<file path="src/rtl/pc_fetch_ctrl_pkg.sv">
// Shared types and constants for the PC / fetch controller.
// Imported by the top and the next-PC selector.
package pc_fetch_ctrl_pkg;

  localparam int INSTR_W = 32;
  localparam logic [31:0] RESET_PC_DEF = 32'h0000_0000;

  typedef enum logic [1:0] {
    FETCH = 2'd0,
    HOLD  = 2'd1,
    FAULT = 2'd2
  } state_t;

  function automatic logic
    is_misaligned(input logic [1:0] lo);
    return lo != 2'b00;
  endfunction

endpackage

</file>
<file path="src/rtl/pc_fetch_ctrl_next_sel.sv">
// Next-PC selection: sequential, jump or taken branch.
// Flags targets that are not word aligned.
module pc_next_sel
  import pc_fetch_ctrl_pkg::*;
#(
  parameter int ADDR_W = 32
) (
  input  logic [ADDR_W-1:0] pc_plus4,
  input  logic              jump_valid,
  input  logic [27:0]       jump_target,
  input  logic              branch_valid,
  input  logic [ADDR_W-1:0] branch_offset,
  output logic [ADDR_W-1:0] next_pc,
  output logic              misalign
);

  // Jump beats branch; branch wraps mod 2^ADDR_W.
  always_comb begin
    next_pc = pc_plus4;
    if (jump_valid) begin
      next_pc = {pc_plus4[ADDR_W-1:28],
                 jump_target};
    end else if (branch_valid) begin
      next_pc = pc_plus4 + branch_offset;
    end
  end

  assign misalign = is_misaligned(next_pc[1:0]);

endmodule

</file>
<file path="src/rtl/pc_fetch_ctrl.sv">
// PC register, fetch handshake and instruction hold.
// One instruction presented per fetch; misaligned redirect locks up.
module pc_fetch_ctrl
  import pc_fetch_ctrl_pkg::*;
#(
  parameter int ADDR_W  = 32,
  parameter int IMEM_AW = 10,
  parameter logic [ADDR_W-1:0] RESET_PC =
    ADDR_W'(RESET_PC_DEF)
) (
  input  logic               Clk,
  input  logic               Rst,
  input  logic               stall,
  input  logic               jump_valid,
  input  logic [27:0]        jump_target,
  input  logic               branch_valid,
  input  logic [ADDR_W-1:0]  branch_offset,
  output logic               imem_req,
  output logic [IMEM_AW-1:0] imem_word_addr,
  input  logic               imem_ack,
  input  logic [INSTR_W-1:0] imem_rdata,
  output logic               instr_valid,
  output logic [INSTR_W-1:0] instr,
  output logic [ADDR_W-1:0]  pc,
  output logic [ADDR_W-1:0]  pc_plus4,
  output logic               misalign_fault
);

  state_t state;
  state_t state_n;
  logic load;
  logic retire;
  logic [ADDR_W-1:0] next_pc;
  logic misalign;

  assign pc_plus4 = pc + ADDR_W'(4);
  assign imem_word_addr = pc[IMEM_AW+1:2];

  // Reset gates the request so it drops the moment Rst rises.
  assign imem_req = (state == FETCH) & ~Rst;

  pc_next_sel #(
    .ADDR_W(ADDR_W)
  ) u_next_sel (
    .pc_plus4     (pc_plus4),
    .jump_valid   (jump_valid),
    .jump_target  (jump_target),
    .branch_valid (branch_valid),
    .branch_offset(branch_offset),
    .next_pc      (next_pc),
    .misalign     (misalign)
  );

  // State register.
  always_ff @(posedge Clk or posedge Rst) begin
    if (Rst) begin
      state <= FETCH;
    end else begin
      state <= state_n;
    end
  end

  // Next state and datapath strobes.
  always_comb begin
    state_n = state;
    load    = 1'b0;
    retire  = 1'b0;
    case (state)
      FETCH: begin
        if (imem_ack) begin
          load    = 1'b1;
          state_n = HOLD;
        end
      end
      HOLD: begin
        if (!stall) begin
          retire  = 1'b1;
          state_n = misalign ? FAULT : FETCH;
        end
      end
      FAULT: begin
        state_n = FAULT;
      end
      default: begin
        state_n = FETCH;
      end
    endcase
  end

  // Capture the fetched word; clear it as it retires.
  always_ff @(posedge Clk or posedge Rst) begin
    if (Rst) begin
      instr       <= '0;
      instr_valid <= 1'b0;
    end else if (load) begin
      instr       <= imem_rdata;
      instr_valid <= 1'b1;
    end else if (retire) begin
      instr_valid <= 1'b0;
    end
  end

  // PC advances on retire; a bad target stays visible in pc.
  always_ff @(posedge Clk or posedge Rst) begin
    if (Rst) begin
      pc             <= RESET_PC;
      misalign_fault <= 1'b0;
    end else if (retire) begin
      pc <= next_pc;
      if (misalign) begin
        misalign_fault <= 1'b1;
      end
    end
  end

endmodule

</file>
<file path="config.mk">
export PLATFORM = sky130hd
export DESIGN_NAME = pc_fetch_ctrl
export DESIGN_NICKNAME = d
export VERILOG_FILES = /design/src/rtl/pc_fetch_ctrl_pkg.sv /design/src/rtl/pc_fetch_ctrl_next_sel.sv /design/src/rtl/pc_fetch_ctrl.sv
export SDC_FILE = /design/constraint.sdc
export NUM_CORES = 1
export LEC_CHECK = 0
export BUFFER_PORTS_ARGS = -buffer_cell sky130_fd_sc_hd__clkbuf_2
export CAP_MARGIN = 10
export CORE_UTILIZATION = 42
export CTS_CLUSTER_SIZE = 28
export DETAILED_ROUTE_END_ITERATION = 7
export GPL_ROUTABILITY_DRIVEN = 0
export PLACE_DENSITY = 0.78
export SLEW_MARGIN = 5
export SYNTH_ARGS = -nofsm -noshare
export SYNTH_HDL_FRONTEND = slang
export SYNTH_SLANG_ARGS = --single-unit
</file>
<file path="constraint.sdc">
create_clock -name Clk -period 3.86 [get_ports Clk]
set_input_delay 0.193 -clock Clk [delete_from_list [all_inputs] [get_ports Clk]]
set_output_delay 0.193 -clock Clk [all_outputs]
set_load 0.1 [all_outputs]
</file>
=== Yosys cells after proc, flatten, opt, wreduce, memory -nomap -nowiden ===
Cells that the tools add are included.

* $add $sub $neg: 2
* Equal/unequal tests: 4
* Mux-type cells: 12
* Bitwise operators: 2
* Reduce and logical (&&, ||, !) cells: 5

{| class="wikitable"
|+ Operators with widths
! cell !! count
|-
| 32-bit two-way mux || 2
|-
| 32-bit by 3-bit adder with 32-bit output (second input constant) || 1
|-
| 32-bit adder || 1
|-
| 1-bit two-way mux || 6
|-
| 2-bit two-way mux || 3
|-
| 2-bit case mux with 3 select lines || 1
|-
| 2-bit inequality test (second input constant) || 2
|-
| 2-bit AND reduction || 2
|-
| 2-bit nonzero test || 2
|-
| 2-bit by 1-bit equality test with 1-bit output (second input constant) || 1
|-
| 2-bit equality test (second input constant) || 1
|-
| 2-bit zero test || 1
|-
| 1-bit AND || 1
|-
| 1-bit NOT || 1
|}

* Flip-flop bits (word level): 68
* Bits of input ports: 98

=== Logic depth before layout (Yosys ltp) ===
* Depth in word-level cells: 8
* Depth in mapped cells: 17

=== Modules after synthesis ===
Synthesis repeated with hierarchy kept, for this count alone.

* Cell total of the unflattened synthesis: 608
* Area, all modules: 5,640.4 sq um

{| class="wikitable"
|+ Modules (own cells, without submodules)
! module !! times used !! cells an instance !! area an instance (sq um) !! seq. area each (sq um)
|-
| pc_fetch_ctrl || 1 || 250 || 3,246.9 || 1,701.6
|-
| pc_next_sel || 1 || 358 || 2,393.5 || 0.0
|}

=== Worst setup path before layout ===
No wires, ideal clock.

* Path kind: reg2reg
* Start point: register pc[2]
* End point: register pc[31]
* Setup time: 0.094 ns
* Arrival: 5.775 ns
* Required time: 3.766 ns
* Path slack: -2.009 ns
* Stages on the path, launching flop included: 17
* Path buffers: 1
* Period minus slack after synthesis: 5.869 ns
* Path through: dfrtp_1 -> ha_1 -> nand2_1 -> nor3_2 -> nand4_1 -> xnor2_1 -> ha_1 -> buf_2 -> a21o_1 -> a21o_2 -> a21oi_2 -> nand4_1 -> a31o_1 -> a31o_1 -> xor2_1 -> a21oi_1 -> o31ai_2

* Longest elaborated chain between the ends: 4

{| class="wikitable"
|+ Ends and longest elaborated chain
! what !! RTL line !! source
|-
| from (decl) || pc_fetch_ctrl.sv:24 || <nowiki>output logic [ADDR_W-1:0] pc,</nowiki>
|-
| from (signal assigned) || pc_fetch_ctrl.sv:109 || <nowiki>pc <= next_pc;</nowiki>
|-
| 32-bit by 3-bit adder with 32-bit output || pc_fetch_ctrl.sv:36 || <nowiki>assign pc_plus4 = pc + ADDR_W'(4);</nowiki>
|-
| via pc_plus4[16] || pc_fetch_ctrl.sv:25 || <nowiki>output logic [ADDR_W-1:0] pc_plus4,</nowiki>
|-
| 32-bit adder || pc_fetch_ctrl_next_sel.sv:24 || <nowiki>next_pc = pc_plus4 + branch_offset;</nowiki>
|-
| 32-bit two-way mux || pc_fetch_ctrl_next_sel.sv:23 || <nowiki>end else if (branch_valid) begin</nowiki>
|-
| 32-bit two-way mux || pc_fetch_ctrl_next_sel.sv:20 || <nowiki>if (jump_valid) begin</nowiki>
|}

The timed path passes the listed nets, and every way through them passes these cells.
A chain may end at the register's enable or synchronous reset.

=== Final worst setup path ===
* Start point: register pc[15]
* End point: register pc[31]

* Longest elaborated chain between the ends: 4

{| class="wikitable"
|+ Ends and longest elaborated chain
! what !! RTL line
|-
| 32-bit by 3-bit adder with 32-bit output * || pc_fetch_ctrl.sv:36
|-
| 32-bit adder || pc_fetch_ctrl_next_sel.sv:24
|-
| 32-bit two-way mux || pc_fetch_ctrl_next_sel.sv:23
|-
| 32-bit two-way mux * || pc_fetch_ctrl_next_sel.sv:20
|}

Mark *: on every way between the ends. The rest lies on a longest branch, timed or not.

==> results.sh <==
export IMPL_htreeDepth=3
export IMPL_yosys_warnings=0
export IMPL_hold_ws_ns=0.0797
export IMPL_dpl_hpwl_mm=13.4
export IMPL_synth_top_area_cell="dfrtp_1"
export IMPL_synth_nets=773
export IMPL_cp_common_cell="and3_1"
export IMPL_die_height_microns=117
export IMPL_nFillCells=1115
export IMPL_synthFlopType="dfrtp_1"
export IMPL_via_per_inst=5.61
export IMPL_fin_tns_setup_ns=0
export IMPL_end_kind="register"
export IMPL_synth_edf_count=0
export IMPL_numCtsBuffers=9
export IMPL_num_rows=41
export IMPL_overflow=0
export IMPL_routed_wl_mm=17.4
export IMPL_fmax_mhz=276
export IMPL_clock_path_buffers=2
export IMPL_critPathKind="reg -> reg"
export IMPL_grt_max_degree=46
export IMPL_cp_required_ns=4.11
export IMPL_grt_busiest_layer="met2"
export IMPL_place_ws_ns=0.189
export IMPL_clkLatencyLatePin_ns=0.34
export IMPL_grt_use_met1_pct=33.3
export IMPL_area_growth_pct=37.6
export IMPL_wl_per_cell_microns=17.2
export IMPL_grtUsageMet3_pct=5.05
export IMPL_vias=5701
export IMPL_crit_family="simple AND/OR/NAND/NOR gates"
export IMPL_ys_top_cells_by_area="dfrtp_1 31%, ha_1 8.8%, mux2_2 6.5%"
export IMPL_n_antenna_cell=0
export IMPL_post_route_min_period_ns=3.63
export IMPL_grt_pass1_wl_mm=27.4
export IMPL_start_kind="register"
export IMPL_cp_arrival_ns=3.88
export IMPL_ys_seq_elements=68
export IMPL_rsz0062_at_grt="no"
export IMPL_drive_above_1_share_pct=43.5
export IMPL_crit_fanout=6
export IMPL_ant_nets=0
export IMPL_ys_seq_area_share_pct=30.6
export IMPL_drv_slew=0
export IMPL_cp_slowest_stage_delay_ns=0.45
export IMPL_die_area_sq_um=13700
export IMPL_path_buf_inv=1
export IMPL_start_util_pct=43.5
export IMPL_crit_path_cell_trace="and3_1 -> and2_1 -> and3_1 -> nand2_2 -> nor3_1 -> buf_4 -> and4_2 -> xor2_4 -> ha_1 -> nand4_1 -> nor2_1 -> a221oi_1 -> o21ai_1 -> a31o_1 -> xor2_1 -> and3_4 -> o31ai_2"
export IMPL_coreArea_sq_um=12800
export IMPL_fin_crit_sh_pct=94.0
export IMPL_ys_types=70
export IMPL_cts_tree="built"
export IMPL_worstMarginPinSlew_ns=1.03
export IMPL_setup_ws_ns=0.232
export IMPL_met2_usage_pct=45.1
export IMPL_portBuffers=206
export IMPL_outcome="complete, no violations"
export IMPL_cts_setup_buffers=0
export IMPL_io_pins=207
export IMPL_drc_errors=0
export IMPL_netlist_area_sq_um=5560
export IMPL_synthCells=635
export IMPL_maxCapViolations=0
export IMPL_skew_ns=0.0119
export IMPL_relSlewSlack_pct=31.5
export IMPL_die_w_microns=117
export IMPL_crit_path_top_delay_cell="dfrtp_2"
export IMPL_antenna_found_initial=0
export IMPL_grt_util_all_layers_pct=26.4
export IMPL_first_global_vias=5570
export IMPL_yosysTopAreaCellShare_pct=30.6
export IMPL_drt_pass1_iter_count=5
export IMPL_cts_num_sinks=68
export IMPL_hp_class="in -> reg"
export IMPL_syn_area_per_cell_sq_um=8.75
export IMPL_final_hold_viol_count=0
export IMPL_synthArstFlopShare_pct=100
export IMPL_drtIter0Drc=336
export IMPL_path_clk_slew_ns=0.07
export IMPL_finalNetCount=977
export IMPL_root_buffer="clkbuf_16"
export IMPL_finalSetupViolations=0
[cell type report]
type | instances | area [sq um] | area share, %
clock inverters | 6 | 72.6 | 0.949
inverters | 21 | 78.8 | 1.03
well taps | 172 | 215 | 2.81
multi-input cells | 507 | 4090 | 53.5
repair buffers | 232 | 1230 | 16.0
clock buffers | 10 | 239 | 3.12
flip-flops and latches | 68 | 1730 | 22.6
[cell usage in the layout, fill, tap and decap left out, types with 17 or more instances in the layout]
master / instances
dfrtp_2: 21
nand2_1: 65
mux2_2: 32
dfrtp_1: 47
inv_1: 20
clkbuf_2: 206
o21ai_1: 17
buf_4: 26
ha_1: 34
a21oi_1: 47
o21ai_0: 41
nor2_1: 40
[synthesized netlist by cell type, types with 4 or more instances]
master,instances
nand2b_1,4
buf_4,12
nand2_1,67
o211ai_1,6
a211oi_1,9
a21boi_0,5
xnor2_1,32
mux2i_1,5
nor2_1,41
and3_1,10
ha_1,39
inv_1,21
a21o_1,14
nor3_1,9
clkbuf_1,19
clkbuf_8,4
nand4_1,14
nand3_1,17
xor2_1,19
o21ai_1,13
a31oi_1,7
o21bai_1,4
o21ai_0,45
a21oi_1,48
mux2_2,32
dfrtp_1,68
[final timing paths]
check / from / endpoint / slack (ns) / cells after the start
worst max-delay path: pc[15] / pc[31] / 0.23 / 17
worst min-delay path: imem_rdata[8] / instr[8] / 0.08 / 2
worst max register to register: pc[15] / pc[31] / 0.23 / 17
worst min register to register: misalign_fault / misalign_fault / 0.48 / 1
max in group asynchronous: Rst / pc[30] / 2.86 / 3
min in group asynchronous: Rst / instr[8] / 0.10 / 2
[per-stage QoR]
| stage | instance area (sq um) | cells | utilization [%] |
|---|---|---|---|
| 6_report | 7650 | 1016 | 59.9 |
| 5_1_grt | 7650 | 1016 | 59.9 |
| 4_1_cts | 7640 | 1016 | 59.8 |
| 3_5_place_dp | 7330 | 1000 | 57.4 |
| 3_3_place_gp | 7330 | 1000 | 57.4 |
| 2_1_floorplan | 6130 | 635 | - |
[repair_timing]
action | in CTS | in global routing
resized for setup | 0 | 3
hold buffers | 0 | 0
endpoints found under the setup margin | 0 | 3
[per-layer routing]
metal / part of all wire, % / vias to the layer above
met2: 48 / 264
met1: 42 / 2704
met4: 1.9 / 0
met5: 0 / -
li1: - / 2705
met3: 7.9 / 28
[worst register-to-register path, stage by stage (launching register included)]
cell and delay [ns]:
dfrtp_2 0.45, and3_1 0.20, and2_1 0.15, and3_1 0.21
nand2_2 0.11, nor3_1 0.20, buf_4 0.16, and4_2 0.30
xor2_4 0.17, ha_1 0.28, nand4_1 0.13, nor2_1 0.07
a221oi_1 0.27, o21ai_1 0.10, a31o_1 0.20, xor2_1 0.16
and3_4 0.19, o31ai_2 0.20
[logic make-up after synthesis]
kind of cell,count (synthesis),share of synthesized area [%]
xor+xnor,51,8.04
fa+ha+maj,40,9.14
flops,68,30.6
simple gates,188,16.7
buf+inv,60,5.65
compound gates,190,22.3
mux,38,7.59
[registers in the layout (all words and copies together) (netlist names)]
| signal | flops |
|---|---|
| instr | 32 |
| instr_valid | 1 |
| misalign_fault | 1 |
| pc | 32 |
| state | 2 |
Power is not shown: default switching activity piles up to over one toggle a cycle in this logic, so the estimate is an artifact.
